## src/rtl/unidade_controle_multiciclo.sv

```systemverilog
// Multicycle control FSM for the RISC-V core: steps the shared datapath through
// fetch/decode/execute/memory/writeback and traps illegal encodings into ERROR.
module unidade_controle_multiciclo (
    input  logic       clk,
    input  logic       reset,
    input  logic [6:0] opcode,
    input  logic [2:0] funct3,
    input  logic [6:0] funct7,
    input  logic       zero,
    input  logic       mem_ready,
    output logic       PCWrite,
    output logic       AdrSrc,
    output logic       MemWrite,
    output logic       IRWrite,
    output logic       RegWrite,
    output logic [1:0] ALUSrcA,
    output logic [1:0] ALUSrcB,
    output logic [1:0] ResultSrc,
    output logic [3:0] ALUControl,
    output logic       instr_done,
    output logic       illegal,
    output logic [3:0] state
);

    typedef enum logic [3:0] {
        FETCH    = 4'd0,
        DECODE   = 4'd1,
        MEMADR   = 4'd2,
        MEMREAD  = 4'd3,
        MEMWB    = 4'd4,
        MEMWRITE = 4'd5,
        EXECUTER = 4'd6,
        ALUWB    = 4'd7,
        EXECUTEI = 4'd8,
        BRANCH   = 4'd9,
        JAL      = 4'd10,
        ERROR    = 4'd15
    } state_t;

    localparam logic [6:0] OP_LOAD   = 7'b0000011;
    localparam logic [6:0] OP_STORE  = 7'b0100011;
    localparam logic [6:0] OP_RTYPE  = 7'b0110011;
    localparam logic [6:0] OP_ITYPE  = 7'b0010011;
    localparam logic [6:0] OP_BRANCH = 7'b1100011;
    localparam logic [6:0] OP_JAL    = 7'b1101111;

    localparam logic [3:0] ALU_ADD = 4'b0000;
    localparam logic [3:0] ALU_SUB = 4'b0001;
    localparam logic [3:0] ALU_AND = 4'b0010;
    localparam logic [3:0] ALU_OR  = 4'b0011;

    state_t r_state;
    state_t w_next;

    always_ff @(posedge clk or posedge reset) begin
        if (reset)
            r_state <= FETCH;
        else
            r_state <= w_next;
    end

    assign state = r_state;

    always_comb begin
        w_next     = r_state;
        PCWrite    = 1'b0;
        AdrSrc     = 1'b0;
        MemWrite   = 1'b0;
        IRWrite    = 1'b0;
        RegWrite   = 1'b0;
        ALUSrcA    = 2'b00;
        ALUSrcB    = 2'b00;
        ResultSrc  = 2'b00;
        ALUControl = ALU_ADD;
        instr_done = 1'b0;
        illegal    = 1'b0;

        case (r_state)
            FETCH: begin
                ALUSrcB   = 2'b10;
                ResultSrc = 2'b10;
                if (mem_ready) begin
                    IRWrite = 1'b1;
                    PCWrite = 1'b1;
                    w_next  = DECODE;
                end
            end
            DECODE: begin
                // OldPC + imm is precomputed into ALUOut for branches and JAL
                ALUSrcA = 2'b01;
                ALUSrcB = 2'b01;
                case (opcode)
                    OP_LOAD, OP_STORE: w_next = MEMADR;
                    OP_RTYPE:          w_next = EXECUTER;
                    OP_ITYPE:          w_next = EXECUTEI;
                    OP_BRANCH:         w_next = BRANCH;
                    OP_JAL:            w_next = JAL;
                    default:           w_next = ERROR;
                endcase
            end
            MEMADR: begin
                ALUSrcA = 2'b10;
                ALUSrcB = 2'b01;
                w_next  = (opcode == OP_LOAD) ? MEMREAD : MEMWRITE;
            end
            MEMREAD: begin
                AdrSrc = 1'b1;
                if (mem_ready)
                    w_next = MEMWB;
            end
            MEMWB: begin
                ResultSrc  = 2'b01;
                RegWrite   = 1'b1;
                instr_done = 1'b1;
                w_next     = FETCH;
            end
            MEMWRITE: begin
                AdrSrc   = 1'b1;
                MemWrite = 1'b1;
                if (mem_ready) begin
                    instr_done = 1'b1;
                    w_next     = FETCH;
                end
            end
            EXECUTER: begin
                ALUSrcA = 2'b10;
                w_next  = ALUWB;
                case ({funct7, funct3})
                    10'b0000000_000: ALUControl = ALU_ADD;
                    10'b0100000_000: ALUControl = ALU_SUB;
                    10'b0000000_111: ALUControl = ALU_AND;
                    10'b0000000_110: ALUControl = ALU_OR;
                    default:         w_next     = ERROR;
                endcase
            end
            EXECUTEI: begin
                ALUSrcA = 2'b10;
                ALUSrcB = 2'b01;
                w_next  = ALUWB;
                case (funct3)
                    3'b000:  ALUControl = ALU_ADD;
                    3'b111:  ALUControl = ALU_AND;
                    3'b110:  ALUControl = ALU_OR;
                    default: w_next     = ERROR;
                endcase
            end
            ALUWB: begin
                RegWrite   = 1'b1;
                instr_done = 1'b1;
                w_next     = FETCH;
            end
            BRANCH: begin
                ALUSrcA    = 2'b10;
                ALUControl = ALU_SUB;
                w_next     = FETCH;
                case (funct3)
                    3'b000: begin
                        PCWrite    = zero;
                        instr_done = 1'b1;
                    end
                    3'b001: begin
                        PCWrite    = ~zero;
                        instr_done = 1'b1;
                    end
                    default: w_next = ERROR;
                endcase
            end
            JAL: begin
                ALUSrcA = 2'b01;
                ALUSrcB = 2'b10;
                PCWrite = 1'b1;
                w_next  = ALUWB;
            end
            ERROR: begin
                illegal = 1'b1;
            end
            default: begin
                w_next = ERROR;
            end
        endcase

        // Mealy terms would otherwise leak enables while reset is held
        if (reset) begin
            PCWrite    = 1'b0;
            AdrSrc     = 1'b0;
            MemWrite   = 1'b0;
            IRWrite    = 1'b0;
            RegWrite   = 1'b0;
            ALUSrcA    = 2'b00;
            ALUSrcB    = 2'b00;
            ResultSrc  = 2'b00;
            ALUControl = ALU_ADD;
            instr_done = 1'b0;
            illegal    = 1'b0;
        end
    end

endmodule

```

## config.mk

```make
export PLATFORM = sky130hd
export DESIGN_NAME = unidade_controle_multiciclo
export DESIGN_NICKNAME = d
export VERILOG_FILES = /design/src/rtl/unidade_controle_multiciclo.sv
export SDC_FILE = /design/constraint.sdc
export NUM_CORES = 1
export LEC_CHECK = 0
export ABC_AREA = 1
export BUFFER_PORTS_ARGS = -buffer_cell sky130_fd_sc_hd__buf_2
export CAP_MARGIN = 20
export CORE_MARGIN = 1.5
export CORE_UTILIZATION = 29
export CTS_CLUSTER_DIAMETER = 50
export DETAILED_ROUTE_END_ITERATION = 8
export PLACE_DENSITY = 0.56
export SLEW_MARGIN = 30
export SYNTH_ARGS = -nofsm -noshare
export SYNTH_HDL_FRONTEND = slang
export SYNTH_SLANG_ARGS = --single-unit
export TNS_END_PERCENT = 100
```

## constraint.sdc

```tcl
create_clock -name clk -period 1.6 [get_ports clk]
set_input_delay 0.16 -clock clk [delete_from_list [all_inputs] [get_ports clk]]
set_output_delay 0.16 -clock clk [all_outputs]
set_load 0.005 [all_outputs]
```

# ---- Yosys cells after proc, flatten, opt, wreduce, memory -nomap -nowiden
# Index checks and enable logic that the tools add are counted.
dict set report totals {
  inputBits 21
  out_inout_bits 21
  reg_bits 4
}
dict set report op_classes {
  bitwise 2
  mux 36
  n_eq_ne 26
  n_reduce_logical 14
}
# cell n
set op_table {}
lappend op_table {{4-bit one-hot mux with 11 select lines} 1}
lappend op_table {{4-bit two-way mux} 7}
lappend op_table {{10-bit by 3-bit equality test with 1-bit output, second input constant} 2}
lappend op_table {{4-bit one-hot mux with 5 select lines} 1}
lappend op_table {{4-bit by 3-bit equality test with 1-bit output, second input constant} 4}
lappend op_table {{4-bit equality test, second input constant} 4}
lappend op_table {{2-bit one-hot mux with 2 select lines} 4}
lappend op_table {{7-bit by 6-bit equality test with 1-bit output, second input constant} 2}
lappend op_table {{7-bit equality test, second input constant} 2}
lappend op_table {{1-bit two-way mux} 14}
lappend op_table {{2-bit one-hot mux with 3 select lines} 2}
lappend op_table {{2-bit OR reduction} 6}
lappend op_table {{10-bit by 9-bit equality test with 1-bit output, second input constant} 1}
lappend op_table {{10-bit zero test} 1}
lappend op_table {{4-bit by 2-bit equality test with 1-bit output, second input constant} 2}
lappend op_table {{4-bit OR reduction} 2}
lappend op_table {{7-bit by 2-bit equality test with 1-bit output, second input constant} 1}
lappend op_table {{7-bit by 5-bit equality test with 1-bit output, second input constant} 1}
lappend op_table {{3-bit equality test, second input constant} 2}
lappend op_table {{2-bit two-way mux} 3}
lappend op_table {{2-bit inequality test, second input constant} 3}
lappend op_table {{1-bit one-hot mux with 3 select lines} 2}
lappend op_table {{3-bit OR reduction} 2}
lappend op_table {{4-bit by 1-bit equality test with 1-bit output, second input constant} 1}
lappend op_table {{7 further kinds} 8}

# ---- Depth between registers and ports, before layout
# Gate-level depths: netlist (run 1).
dict set report depth {
  word_depth 5
  mapped_depth 11
  depth_no_buf 11
}

# ---- Worst setup path after synthesis (run 1)
# OpenSTA, ideal clock, no wires.
dict set report synth_timing {
  path_type {reg2reg}
  start {register r_state[3], in the netlist state[3]}
  end {register r_state[2], in the netlist state[2]}
  slack_ns 0.382
  t_arrival_ns 1.156
  path_stages_with_launch 10
  synth_period_minus_slack_ns 1.218
  cell_sequence {dfrtp_1 nor2_2 inv_2 nor2_2 inv_1 a21oi_1 nor2_1 nand3_1 nand2_1 inv_1}
}
dict set report synth_between {
  elab_chain_cells 3
}
# item line
set synth_rtl {}
lappend synth_rtl {{from (decl)} 52} ;# state_t r_state;
lappend synth_rtl {{from (signal assigned)} 59} ;# r_state <= w_next;
lappend synth_rtl {{4-bit by 3-bit equality test with 1-bit output (tied with other cells)} 78} ;# case (r_state)
lappend synth_rtl {{2-bit OR reduction (no line) (tied with other cells)} n/a}
lappend synth_rtl {{4-bit one-hot mux with 11 select lines / 4-bit AND reduction (equally long branches)} n/a}
# Several ways; a longest one is shown, not always the timed one.
# A chain may end at the register's enable or synchronous reset.

# ---- Worst setup path in the final report (run 1)
dict set report layout_timing {
  start {register r_state[2], in the netlist state[2]}
  end {output ALUControl[0]}
}
dict set report layout_between {
  elab_chain_cells 3
}
# item line
set layout_rtl {}
lappend layout_rtl {{4-bit equality test / 4-bit by 3-bit equality test with 1-bit output (equally long branches)} 78}
lappend layout_rtl {{2-bit one-hot mux with 3 select lines *} 78}
lappend layout_rtl {{4-bit two-way mux *} 183} ;# if (reset) begin
lappend layout_rtl {{to (decl)} 19} ;# output logic [3:0] ALUControl,
# Mark *: on every way between the ends. The rest lies on a longest branch, timed or not.

==> impl_metrics.toml, run 1 <==
[sta]
rsz0062_at_grt = "yes"
setup_slack_ns = 0.0192
final_max_slew_viol_count = 0
hold_violations = 0
finalCriticalPeriod_ns = 1.58
setup_violations = 0
holdWs_ns = 0.217
fmax_mhz = 633
fin_worst_skew_ns = 0.00534
min_period_over_period_pct = 98.8

[status]
outcome = "complete, no violations"

[yosys]
yosysUniqueCellTypes = 24
syn_avg_cell_area_um2 = 5.06
ys_seq_elements = 4
synth_top_area_share_pct = 16.9
post-synth-top-area-cell = "nand2_1"
synth_area_leaders = "nand2_1, nor2_1, dfrtp_1"
syn_area_um2 = 779
yosysWarnings = 0
synthesis.instances = 154
ys_seq_area_share_pct = 12.8

[clock_network]
clk_latency_ns = 0.23
numCtsBuffers = 3
tritoncts = "yes"
root_buffer = "clkbuf_4"
clock_path_buffers = 2
cts_htree_levels = 1
clkTransAtPathRegs_ns = 0.04
cts_sinks = 4

[setup_path]
r2r_cells = 11
endpoint_kind = "output port"
reg2reg_setup_slack_ns = 0.13
path_max_fanout = 3
arrival_ns = 1.42
critPathKind = "register to output port"
critical_path_required_ns = 1.44
crit_path_start_kind = "register"

[global_routing]
grtUsageTotal_pct = 14.7
overflow = 0
grt_max_degree = 14
grt_pass1_vias = 853
antenna_found_initial = 0
grt_pass1_wl_um = 3280

[route]
ant_nets = 0
first_pass_iters = 4
vias_per_cell = 4.58
wirelength_um = 2350
vias = 1067
drc_errors = 0
drtIter0Drc = 30
post_drt_wl_per_cell_um = 10.1

[final_layout]
fill_cells = 270
multi_input_area_um2 = 632
seqCellArea_um2 = 105
final_common_cell = "buf_2"
areaGrowthSynthToFinish_pct = 51.4
antenna_cells = 0
final_cell_mix = "buf_2, nand2_1, nor2_1"
nNetsFinal = 226
largest_reg_flops = 4
stdcell_count = 233
drive_above_1_share_pct = 43.3
utilization_pct = 47.2

[pwr]
power_leakage_nw = 0.654
finalPower_mw = 0.297
power_density_mw_per_mm2 = 252
ir_worst_vdd_v = 0.000250

[worst_hold_path]
whs_path_depth = 3
hp-class = "input pin to register"

[run]
maxCapViolations = 0

[floorplanning]
initial_utilization_pct = 31.2
dieHeight_um = 54.8
fp.dieW_um = 54.8
io_pins = 42
core-area_mm2 = 0.00250
fp-row-count = 18
fp.dieArea_mm2 = 0.00301

[place]
dp_cells = 221
port_buffers = 39
finalWeightedCongestion = 0.949
detailed_place_hpwl_um = 1820
place_ws_ns = 0.177
## logic make-up (layout without fill, tap and decap cells)
kind of cell | after synthesis | count (layout) | share of synthesized area [%]
simple gates | 101 | 101 | 58.7
buf+inv | 32 | 80 | 16.4
flops | 4 | 4 | 12.8
compound gates | 16 | 16 | 11.6
other cells | 1 | 2 | 0.481
## layout make-up
class                   instances  area share (%)
clock buffers                   3            1.91
flip-flops and latches          4            8.91
repair buffers                 48            22.7
well taps                      30            3.18
multi-input cells             119            53.6
inverters                      29            9.76
## synth_stat cells
| cell | n |
|---|---|
| buf_1 | 1 |
| a31oi_1 | 2 |
| inv_2 | 6 |
| dfrtp_1 | 4 |
| conb_1 | 1 |
| o211ai_1 | 1 |
| nor2_2 | 4 |
| and2_0 | 1 |
| nor3b_1 | 1 |
| o21a_1 | 1 |
| nor2_4 | 1 |
| a21oi_1 | 8 |
| nand3_2 | 1 |
| buf_4 | 2 |
| nor3_1 | 3 |
| o31ai_1 | 1 |
| nand2_2 | 7 |
| nand2_1 | 35 |
| nor2_1 | 30 |
| or2_2 | 1 |
| o21ai_0 | 3 |
| inv_1 | 23 |
| nand4_1 | 3 |
| nand3_1 | 14 |
## worst paths after layout
check,startpoint,endpoint
min in group asynchronous,reset,state[3]
setup reg to reg,state[0],state[1]
setup / recovery,state[2],ALUControl[0]
hold / removal,mem_ready,state[0]
hold reg to reg,state[1],state[1]
max in group asynchronous,reset,state[2]
## routing by layer
layer  part of all wire [%]  global-route usage [%]  routed length, um  up-vias
met1                     43                    17.9               1020      460
met4                   0.72                    2.50                 17        0
met3                    4.9                    1.64                115        2
li1                       -                       -                  -      576
met2                     51                    27.4               1200       29
met5                      0                       0                  0        -
## worst max-delay path, stage by stage, from the launching register on
cell,delay (ns)
dfrtp_2,0.44
inv_4,0.10
nand2_4,0.07
inv_2,0.07
nand2_1,0.08
inv_2,0.09
a31oi_1,0.09
a21oi_2,0.13
buf_2,0.12
## stage by stage
stage,setup TNS (ns),instance area [um2]
floorplan,0,783
global placement,0,997
detailed placement,0,997
CTS,-0.00521,1060
global route,-0.450,1180
finish,0,1180
## what timing repair did
item	in CTS	in global routing
endpoints found under the hold margin	4	0
hold buffers	1	0
pin swaps	1	5
setup endpoints to repair	5	7
gates resized for setup	8	23
buffers inserted	1	7
## power by group
group	total [mW]	switching (mW)	internal, mW
registers	0.102	0	0.102
clock network	0.119	0.0355	0.0835
logic	0.0764	0.0438	0.0325
total	0.297	0.0794	0.218
Note: power is estimated with default switching activity, not from simulation.
==> inputs of run 2 (changes only) <==
- CORE_MARGIN: 1.5 -> 4
- CORE_UTILIZATION: 29 -> 44
- PLACE_DENSITY: 0.56 -> 0.79
- TNS_END_PERCENT: 100 -> unset
==> run 2 against run 1 <==
Compared with the run above: the run now ends with negative setup slack left; register-to-register slack worse by 0.02 ns; setup slack worse by 0.036 ns; total power grew 8.1%; sequential share of layout area shrank 0.18 points; fmax down 2.2%; die area down 17%; cell area grew 2.0%; clock-buffer cell count is the same; global-route usage grew 4.3 points; non-clock buffer count increased by 4; largest cell class unchanged; largest power group unchanged.
==> impl_metrics.toml, run 2 (synthesis gave the netlist of run 1 again) <==
[route]
vias_per_cell = 5.03
vias = 1163
drtIter0Drc = 35
first_pass_iters = 6
wirelength_um = 2720
post_drt_wl_per_cell_um = 11.8
drc_errors = 0
ant_nets = 0

[clock_network]
clkTransAtPathRegs_ns = 0.05
clock_path_buffers = 2
cts_htree_levels = 1
numCtsBuffers = 3
tritoncts = "yes"
cts_sinks = 4
clk_latency_ns = 0.26
root_buffer = "clkbuf_4"

[place]
detailed_place_hpwl_um = 1890
port_buffers = 39
placed_cell_area_um2 = 990
finalWeightedCongestion = 0.884
dp_cells = 215

[sta]
fmax_mhz = 619
finalCriticalPeriod_ns = 1.62
tns_ns = -0.0224
final_max_slew_viol_count = 0
setup_slack_ns = -0.0165
fin_worst_skew_ns = 0.0197
hold_violations = 0
rsz0062_at_grt = "yes"
min_period_over_period_pct = 101
setup_violations = 2

[status]
violations = "negative setup slack"
outcome = "complete, but fails checks"

[global_routing]
grt_pass1_vias = 963
grt_max_degree = 14
overflow = 0
grtUsageTotal_pct = 19.0
grt_pass1_wl_um = 3790
antenna_found_initial = 0

[floorplanning]
fp.dieW_um = 50.1
initial_utilization_pct = 48.9
fp-row-count = 14
fp.dieArea_mm2 = 0.00251
core-area_mm2 = 0.00159
dieHeight_um = 50.1
io_pins = 42

[setup_path]
crit_family = "flip-flops"
crit_path_start_kind = "register"
critPathKind = "register to output port"
cp_slowest_cell = "dfrtp_2"
r2r-start = "state[3]"
arrival_ns = 1.46
critPathMaxStageDelay_ns = 0.47
critical_path_required_ns = 1.44
cpMostUsedCell = "inv_2"
startpoint = "state[0]"
critical_path_buf_inv_count = 4
path_max_fanout = 5
path_cells = "inv_2 > nand2_4 > inv_2 > nand2_2 > inv_2 > a21oi_1 > a21oi_1 > buf_2"
endpoint_kind = "output port"

[pwr]
power_density_mw_per_mm2 = 267
power_leakage_nw = 0.673
finalPower_mw = 0.321
ir_worst_vdd_v = 0.000453

[final_layout]
final_common_cell = "buf_2"
design_area_mm2 = 0.00120
areaGrowthSynthToFinish_pct = 54.4
final_cell_mix = "buf_2, nand2_1, nor2_1"
largest_reg_flops = 4
nNetsFinal = 230
fill_cells = 128
drive_above_1_share_pct = 44.4
stdcell_count = 231
utilization_pct = 75.5
antenna_cells = 0

[run]
maxCapViolations = 0

[worst_hold_path]
min_from = "mem_ready"
hp-class = "input pin to register"
==> run 2: cell types whose count changed in the layout (fill, tap and decap cells not counted) <==
cell     delta
buf_4       +4
a21oi_2     -1
inv_1       -1
a21oi_1     +1
o21ai_0     -1
o21ai_1     +1
inv_2       -1
inv_4       +2
==> run 2: worst register-to-register path, stage by stage, from the launching register on <==
cell,delay (ns)
dfrtp_2,0.48
nand2_4,0.14
inv_4,0.05
buf_4,0.13
nand2_1,0.10
nand2_1,0.07
nor2_1,0.15
nand3_1,0.09
nor2_1,0.11
nor2_1,0.05
==> run 2: path summary, 6_finish.rpt <==
path                       slack, ns    endpoint  cells past startpoint
hold reg to reg                 0.67    state[1]                      2
setup / recovery               -0.02  ALUSrcA[1]                      8
setup reg to reg                0.11    state[1]                      9
max in group asynchronous       0.86    state[2]                      4
hold / removal                  0.22    state[0]                      3
min in group asynchronous       0.61    state[3]                      4
==> run 2: where the power goes <==
group	total [mW]	internal, mW	switching, mW
registers	0.102	0.102	0
clock network	0.138	0.0847	0.0537
logic	0.0813	0.0355	0.0458
total	0.321	0.222	0.0995
==> run 2: layout make-up <==
type,count,area [um2],share of cell area [%]
tap,24,30.0,2.49
clock buffer,3,22.5,1.87
sequential,4,105,8.73
timing repair buffer,52,298,24.7
inverter,29,120,9.98
multi-input combinational,119,628,52.2
==> run 2: stage by stage <==
| stage | hold WS, ns | setup WS, ns |
|---|---|---|
| floorplan | -0.0515 | 0.382 |
| global placement | 0.200 | 0.210 |
| detailed placement | 0.199 | 0.189 |
| CTS | 0.221 | 0.00318 |
| global route | 0.271 | -0.0872 |
| finish | 0.220 | -0.0165 |
==> run 2: timing repair <==
item,4_1_cts,5_1_grt
setup buffers,2,10
pin swaps,2,7
gates cloned,0,0
gates resized for setup,11,23
hold endpoints to repair,4,0
setup endpoints to repair,6,8
hold buffers,1,0
==> run 2: routing by layer <==
layer | vias up | global-route usage, % | routed length [um]
li1 | 589 | - | -
met1 | 501 | 20.5 | 1140
met2 | 62 | 36.5 | 1290
met3 | 11 | 5.12 | 241
met4 | 0 | 2.76 | 48
met5 | - | 0 | 0
